==> src/rtl/spike_delay_buffer_pkg.sv <==
// snn_pkg: shared constants and helpers for the spiking-network datapath blocks.
package snn_pkg;
    localparam int DELAY_BITS = 3;
    localparam int ACT_CNT_W  = 8;

    function automatic int MAX_DELAY(input int delay_bits);
        return (1 << delay_bits) - 1;
    endfunction
endpackage

==> src/rtl/spike_delay_buffer_if.sv <==
// spike_delay_buffer_if: step strobe, spike and delay inputs, delayed spikes and activity count.
interface spike_delay_buffer_if #(
    parameter int M          = 8,
    parameter int DELAY_BITS = snn_pkg::DELAY_BITS
);
    import snn_pkg::*;
    logic                    enable;
    logic                    clear;
    logic [M-1:0]            input_spikes;
    logic [M*DELAY_BITS-1:0] delays;
    logic [M-1:0]            delayed_spikes;
    logic [ACT_CNT_W-1:0]    activity_count;

    modport master (
        output enable, clear, input_spikes, delays,
        input  delayed_spikes, activity_count
    );
    modport slave (
        input  enable, clear, input_spikes, delays,
        output delayed_spikes, activity_count
    );
endinterface

==> src/rtl/spike_delay_buffer_channel.sv <==
// spike_delay_channel: one spike line's history shift register with a programmable tap.
module spike_delay_channel #(
    parameter int DELAY_BITS = snn_pkg::DELAY_BITS
) (
    input  logic                  clk,
    input  logic                  reset,
    input  logic                  enable,
    input  logic                  clear,
    input  logic                  spike_in,
    input  logic [DELAY_BITS-1:0] delay,
    output logic                  spike_out
);
    import snn_pkg::*;
    localparam int D = MAX_DELAY(DELAY_BITS);

    logic [D-1:0] r_hist;
    logic         r_spike;
    logic [D:0]   w_taps;

    // tap 0 is the live input, tap k is hist[k-1]
    assign w_taps    = {r_hist, spike_in};
    assign spike_out = r_spike;

    always_ff @(posedge clk) begin
        if (reset || clear) begin
            r_hist  <= '0;
            r_spike <= 1'b0;
        end else if (enable) begin
            r_hist  <= w_taps[D-1:0];
            r_spike <= w_taps[delay];
        end
    end
endmodule

==> src/rtl/spike_delay_buffer.sv <==
// spike_delay_buffer: per-channel programmable axonal delay ahead of the LIF neuron.
module spike_delay_buffer #(
    parameter int M          = 8,
    parameter int DELAY_BITS = snn_pkg::DELAY_BITS
) (
    input  logic                 clk,
    input  logic                 reset,
    spike_delay_buffer_if.slave  bus
);
    import snn_pkg::*;

    logic [M-1:0]         w_spikes;
    logic [ACT_CNT_W-1:0] r_cnt;

    for (genvar g = 0; g < M; g++) begin : g_ch
        spike_delay_channel #(.DELAY_BITS(DELAY_BITS)) u_ch (
            .clk       (clk),
            .reset     (reset),
            .enable    (bus.enable),
            .clear     (bus.clear),
            .spike_in  (bus.input_spikes[g]),
            .delay     (bus.delays[g*DELAY_BITS +: DELAY_BITS]),
            .spike_out (w_spikes[g])
        );
    end

    // r_cnt excludes the step now on the outputs; adding it here keeps the count on the same edge
    assign bus.delayed_spikes = w_spikes;
    assign bus.activity_count = (&r_cnt) ? r_cnt : r_cnt + ACT_CNT_W'(|w_spikes);

    always_ff @(posedge clk) begin
        if (reset || bus.clear)
            r_cnt <= '0;
        else if (bus.enable)
            r_cnt <= bus.activity_count;
    end
endmodule

==> src/flat_wrapper.sv <==
// flat-port wrapper written by rule: the top's interface ports become plain ports
module spike_delay_buffer_flat import snn_pkg::*;
#(
    parameter int M          = 8,
    parameter int DELAY_BITS = snn_pkg::DELAY_BITS
)
  (clk, reset, bus_enable, bus_clear, bus_input_spikes, bus_delays, bus_delayed_spikes, bus_activity_count);
  spike_delay_buffer_if #(.M(M), .DELAY_BITS(DELAY_BITS)) bus_i ();
  input  logic clk;
  input  logic reset;
  input wire logic [$bits(bus_i.enable)-1:0] bus_enable;
  input wire logic [$bits(bus_i.clear)-1:0] bus_clear;
  input wire logic [$bits(bus_i.input_spikes)-1:0] bus_input_spikes;
  input wire logic [$bits(bus_i.delays)-1:0] bus_delays;
  output wire logic [$bits(bus_i.delayed_spikes)-1:0] bus_delayed_spikes;
  output wire logic [$bits(bus_i.activity_count)-1:0] bus_activity_count;
  assign bus_i.enable = bus_enable;
  assign bus_i.clear = bus_clear;
  assign bus_i.input_spikes = bus_input_spikes;
  assign bus_i.delays = bus_delays;
  assign bus_delayed_spikes = bus_i.delayed_spikes;
  assign bus_activity_count = bus_i.activity_count;
  spike_delay_buffer #(.M(M), .DELAY_BITS(DELAY_BITS)) u_core (.clk(clk), .reset(reset), .bus(bus_i));
endmodule
==> config.mk <==
export PLATFORM = sky130hd
export DESIGN_NAME = spike_delay_buffer_flat
export DESIGN_NICKNAME = d
export VERILOG_FILES = /design/src/rtl/spike_delay_buffer_pkg.sv /design/src/rtl/spike_delay_buffer_if.sv /design/src/rtl/spike_delay_buffer_channel.sv /design/src/rtl/spike_delay_buffer.sv /design/src/flat_wrapper.sv
export SDC_FILE = /design/constraint.sdc
export NUM_CORES = 1
export LEC_CHECK = 0
export BUFFER_PORTS_ARGS = -buffer_cell sky130_fd_sc_hd__buf_2
export CAP_MARGIN = 30
export CORE_MARGIN = 10
export CORE_UTILIZATION = 40
export DETAILED_ROUTE_END_ITERATION = 10
export RECOVER_POWER = 100
export SETUP_SLACK_MARGIN = 0.02
export SYNTH_ARGS = -nofsm -noshare
export SYNTH_HDL_FRONTEND = slang
export SYNTH_SLANG_ARGS = --single-unit
export TNS_END_PERCENT = 1
==> constraint.sdc <==
create_clock -name clk -period 5.2 [get_ports clk]
set_clock_uncertainty 0.15 [all_clocks]
set_input_delay 0.52 -clock clk [delete_from_list [all_inputs] [get_ports clk]]
set_output_delay 0.52 -clock clk [all_outputs]
set_load 0.005 [all_outputs]
Word-level counts from Yosys, hierarchy flattened
Index checks and enable logic that the tools add are counted.
{"block": "word_totals", "ff_bits": 72, "in_bits": 36, "word_cells": 46}
{"block": "classes", "addsub": 1, "magnitude_cmp": 8, "muxes": 17, "reduce_logical": 3}
{"cell": "$lt A3 B4 Y1 const B", "count": 8}
{"cell": "$bmux W1 S3", "count": 8}
{"cell": "$add A8 B1 Y8", "count": 1}
{"cell": "$mux W1", "count": 8}
{"cell": "$mux W8", "count": 1}
{"cell": "$reduce_and A8 Y1", "count": 1}
{"cell": "$reduce_or A8 Y1", "count": 1}
{"cell": "$logic_or A1 B1 Y1", "count": 1}

Logic depth before layout (Yosys ltp)
{"block": "logic_depth", "word_depth": 3, "mapped_depth": 7, "mapped_depth_nobuf": 7}

Hierarchy
Synthesis repeated with hierarchy kept, for this count alone.
{"block": "unflattened", "hier_cells": 337, "area_unflattened_um2": 3432.0}
{"module": "spike_delay_channel", "n_inst": 8, "cells_each": 33, "area_each_um2": 357.8, "seq_area_each_um2": 160.2}
{"module": "spike_delay_buffer", "n_inst": 1, "cells_each": 73, "area_each_um2": 569.3, "seq_area_each_um2": 160.2}

Worst setup path before layout
Ideal clock, no wire load.
{"block": "synth_timing", "kind": "register -> output", "start": "register u_core.g_ch[6].u_ch.r_spike", "end": "output bus_activity_count[4]", "arrival_time_ps": 1458, "slack_ps": 3072, "path_stages_with_launch": 8, "path_buffers": 0, "path_cell_list": "dfxtp_1 -> nor4_1 -> nand2_1 -> ha_1 -> ha_1 -> nand3_1 -> xor2_1 -> nand2_1"}
{"block": "synth_via", "elab_chain_cells": 3}
{"item": "start, declared", "line_no": "spike_delay_buffer_channel.sv:17", "source": "logic r_spike;"}
{"item": "start signal, assigned", "line_no": "spike_delay_buffer_channel.sv:30", "source": "r_spike <= w_taps[delay];"}
{"item": "$reduce_or A8 Y1", "line_no": "spike_delay_buffer.sv:29", "source": "assign bus.activity_count = (&r_cnt) ? r_cnt : r_cnt + ACT_CNT_W'(|w_spikes);"}
{"item": "$add A8 B1 Y8", "line_no": "spike_delay_buffer.sv:29"}
{"item": "$mux W8", "line_no": "spike_delay_buffer.sv:29"}
{"item": "end, declared", "line_no": "flat_wrapper.sv:16", "source": "output wire logic [$bits(bus_i.activity_count)-1:0] bus_activity_count;"}
Every way passes these cells.

==> flow_metrics.env <==
export IMPL_rsz0062_at_grt="false"
export IMPL_cts_sinks=72
export IMPL_grtUsageMet1=0.134
export IMPL_pin_count=52
export IMPL_post_place_cells=454
export IMPL_setup_viol=0
export IMPL_initial_core_util=0.414
export IMPL_slowest_stage="clkbuf_1"
export IMPL_whs_path_depth=3
export IMPL_path_class="in2reg"
export IMPL_ys_seq_area_frac=0.420
export IMPL_powerDensity_nw_per_um2=270
export IMPL_outcome="finished with violations"
export IMPL_r2r_end="u_core.r_cnt[6]"
export IMPL_grt_pass1_wl_mm=11.3
export IMPL_drive_gt1_frac=0.174
export IMPL_drt_iter0_drc=105
export IMPL_comb_power_share=0.087
export IMPL_fp_dieH_um=113
export IMPL_clockBufferDepth=2
export IMPL_worstSetupStartpoint="bus_enable"
export IMPL_area_growth_pct=7.54
export IMPL_synth_area_sq_um=3430
export IMPL_crit_family="buffers and inverters"
export IMPL_antenna_found_initial=0
export IMPL_hold_path_class="in2reg"
export IMPL_cts_setup_buffers=0
export IMPL_p_sw_w=0.000235
export IMPL_fmax_mhz=285
export IMPL_total_power_w=0.000996
export IMPL_cp_max_fo=43
export IMPL_cp_arrival_ns=3.45
export IMPL_synth_nets=371
export IMPL_num_vias=2392
export IMPL_drt_wirelength_per_cell_um=14.6
export IMPL_hpwlAfterDp_mm=4.80
export IMPL_ant_nets=0
export IMPL_cts_tree="built"
export IMPL_htree_num_levels=3
export IMPL_clk_pin_slew_ns=0.07
export IMPL_busiest_layer="met2"
export IMPL_postSynthCellCount=333
export IMPL_dieArea_sq_um=12700
export IMPL_grt_max_degree=61
export IMPL_crit_chain="buf_4, clkbuf_1, and3_1, a211oi_1"
export IMPL_core_sq_um=8300
export IMPL_internal_power_w=0.000761
export IMPL_dr_pass1_iters=4
export IMPL_met2_usage=0.159
export IMPL_nFillCells=807
export IMPL_swShare=0.236
export IMPL_drc=0
export IMPL_avgViaCountPerCell=5.12
export IMPL_place_gp_congestion=0.792
export IMPL_cts_resized=0
export IMPL_slew_headroom=-0.779
export IMPL_cap_viol_max_count=2
export IMPL_row_count=33
export IMPL_end_kind="register"
export IMPL_root_buffer="clkbuf_8"
export IMPL_overflow=0
export IMPL_crit_buf_inv=2
export IMPL_leakage_nw=1.54
export IMPL_failed_checks="capacitance limit, slew limit"
export IMPL_crit_path_start_kind="primary input"
export IMPL_max_stage_delay_ns=1.95
export IMPL_required_ns=5.14
export IMPL_rrSetupSlack_ns=3.00
export IMPL_tightest_slew_ns=2.67
export IMPL_hold_buffers=0
export IMPL_grt_use_met3=0.0335
export IMPL_peakVddDrop_v=0.000121
export IMPL_dp_slack_ns=2.79
export IMPL_yosys_register_bits=72
export IMPL_avgSynthCellArea_sq_um=10.3
export IMPL_r2r_cells=7
export IMPL_tns_ns=0
export IMPL_synth_warnings=0
export IMPL_worstHoldEndpoint="u_core.g_ch[3].u_ch.r_hist[0]"
export IMPL_final_cell_count_no_fill=467
export IMPL_seq_power_share=0.564
export IMPL_slew_viol_final=105
export IMPL_wirelength_mm=6.81
export IMPL_nets=398
export IMPL_layout_setup_ws_ns=1.69
export IMPL_clock_latency_ns=0.33
export IMPL_p_clk_frac=0.349
export IMPL_io_buffers=51
export IMPL_fin_crit_sh=0.674
export IMPL_grt_use_total=0.105
export IMPL_r2r_start="u_core.g_ch[2].u_ch.spike_out"
export IMPL_antenna_cells=0
export IMPL_hold_violations=0
export IMPL_period_needed_ns=3.51
export IMPL_die_w_um=113
export IMPL_grt_pass1_vias=2372
export IMPL_yosysUniqueCellTypes=28
export IMPL_cts_buffers=9
export IMPL_hp_start="bus_input_spikes[3]"
-- cells in the mapped netlist --
cell	instances	share of area
mux2i_1	88	0.26
dfxtp_1	72	0.42
nor2_1	57	0.062
o21ai_0	13	0.019
a31oi_1	11	0.020
buf_2	10	0.015
buf_4	10	0.022
clkbuf_1	9	0.0098
a21oi_2	8	0.020
buf_6	8	0.026
mux4_2	8	0.052
and4_1	6	0.015
nand2_1	6	0.0066
a21oi_1	3	0.0044
and3_1	3	0.0055
inv_1	3	0.0033
a211oi_1	2	0.0044
a211oi_2	2	0.0073
ha_1	2	0.0073
nand3_1	2	0.0029
nor2b_1	2	0.0036
nor4_1	2	0.0036
a21boi_1	1	0.0022
o21ai_1	1	0.0015
o31ai_1	1	0.0022
or2_1	1	0.0018
xnor2_1	1	0.0026
xor2_1	1	0.0026
-- layout by cell type (no fill, tap or decap), types with 8 or more instances in the layout --
cell,n
mux2i_1,88
dfxtp_1,72
nor2_1,57
buf_2,34
clkbuf_1,20
o21ai_0,14
a31oi_1,11
clkbuf_8,9
mux4_2,8
a21oi_2,8
-- final cells by class --
class	count	area, sq um	share of cell area
multi-input combinational	221	1720	0.466
sequential	72	1440	0.390
timing repair buffer	53	245	0.0664
clock buffer	11	131	0.0356
tap	105	131	0.0356
inverter	3	11.3	0.00305
clock inverter	2	10.0	0.00271
-- worst min-delay path, cell delays in order --
cell,delay (ns)
buf_2,0.09
mux2i_1,0.06
nor2_1,0.07
-- metal layers --
| layer | up-vias | routed length, um |
|---|---|---|
| met2 | 52 | 3100 |
| met5 | - | 0 |
| met1 | 1115 | 3300 |
| met4 | 0 | 78 |
| met3 | 9 | 341 |
| li1 | 1216 | - |
-- cell families (layout without fill, tap and decap cells) --
| kind of cell | count (synthesis) | count (layout) | share of synthesized area |
|---|---|---|---|
| and+or+nand+nor | 79 | 79 | 0.102 |
| xor gates and xnor gates | 2 | 2 | 0.00510 |
| DFF | 72 | 72 | 0.420 |
| muxes | 96 | 96 | 0.309 |
| AOI/OAI and AO/OA | 42 | 42 | 0.0813 |
| adders and majority gates | 2 | 2 | 0.00729 |
| buffers and inverters | 40 | 69 | 0.0758 |
-- state kept, by name, indices dropped and copies added, names as in the netlist --
register,flops
u_core.g_ch.u_ch.spike_out,8
u_core.g_ch.u_ch.r_hist,56
u_core.r_cnt,8
-- power groups by stage --
stage | Sequential [W] | Combinational, W | Clock [W]
floorplan | 0.000572 | 0.0000683 | 0
global placement | 0.000573 | 0.0000869 | 0
detailed placement | 0.000574 | 0.0000874 | 0
CTS | 0.000561 | 0.0000874 | 0.000364
global route | 0.000561 | 0.0000950 | 0.000387
finish | 0.000561 | 0.0000865 | 0.000348
-- per-stage QoR --
stage | area (sq um) | hold slack, ns | utilization
2_1_floorplan | 3430 | 0.310 | -
3_3_place_gp | 3590 | 0.331 | 0.432
3_5_place_dp | 3590 | 0.341 | 0.432
4_1_cts | 3730 | 0.270 | 0.449
5_1_grt | 3690 | 0.302 | 0.445
6_report | 3690 | 0.287 | 0.445
-- worst max-delay path by stage --
stage	endpoint	depth (start not counted)	slack [ns]
3_3_place_gp	bus_activity_count[4]	8	2.81
3_5_place_dp	bus_activity_count[4]	8	2.79
5_1_grt	u_core.g_ch[5].u_ch.spike_out	4	1.37
4_1_cts	bus_activity_count[4]	8	2.41
2_1_floorplan	bus_activity_count[4]	7	3.07
6_report	u_core.r_cnt[2]	4	1.69
No activity file was read; power rests on OpenSTA's default activity.
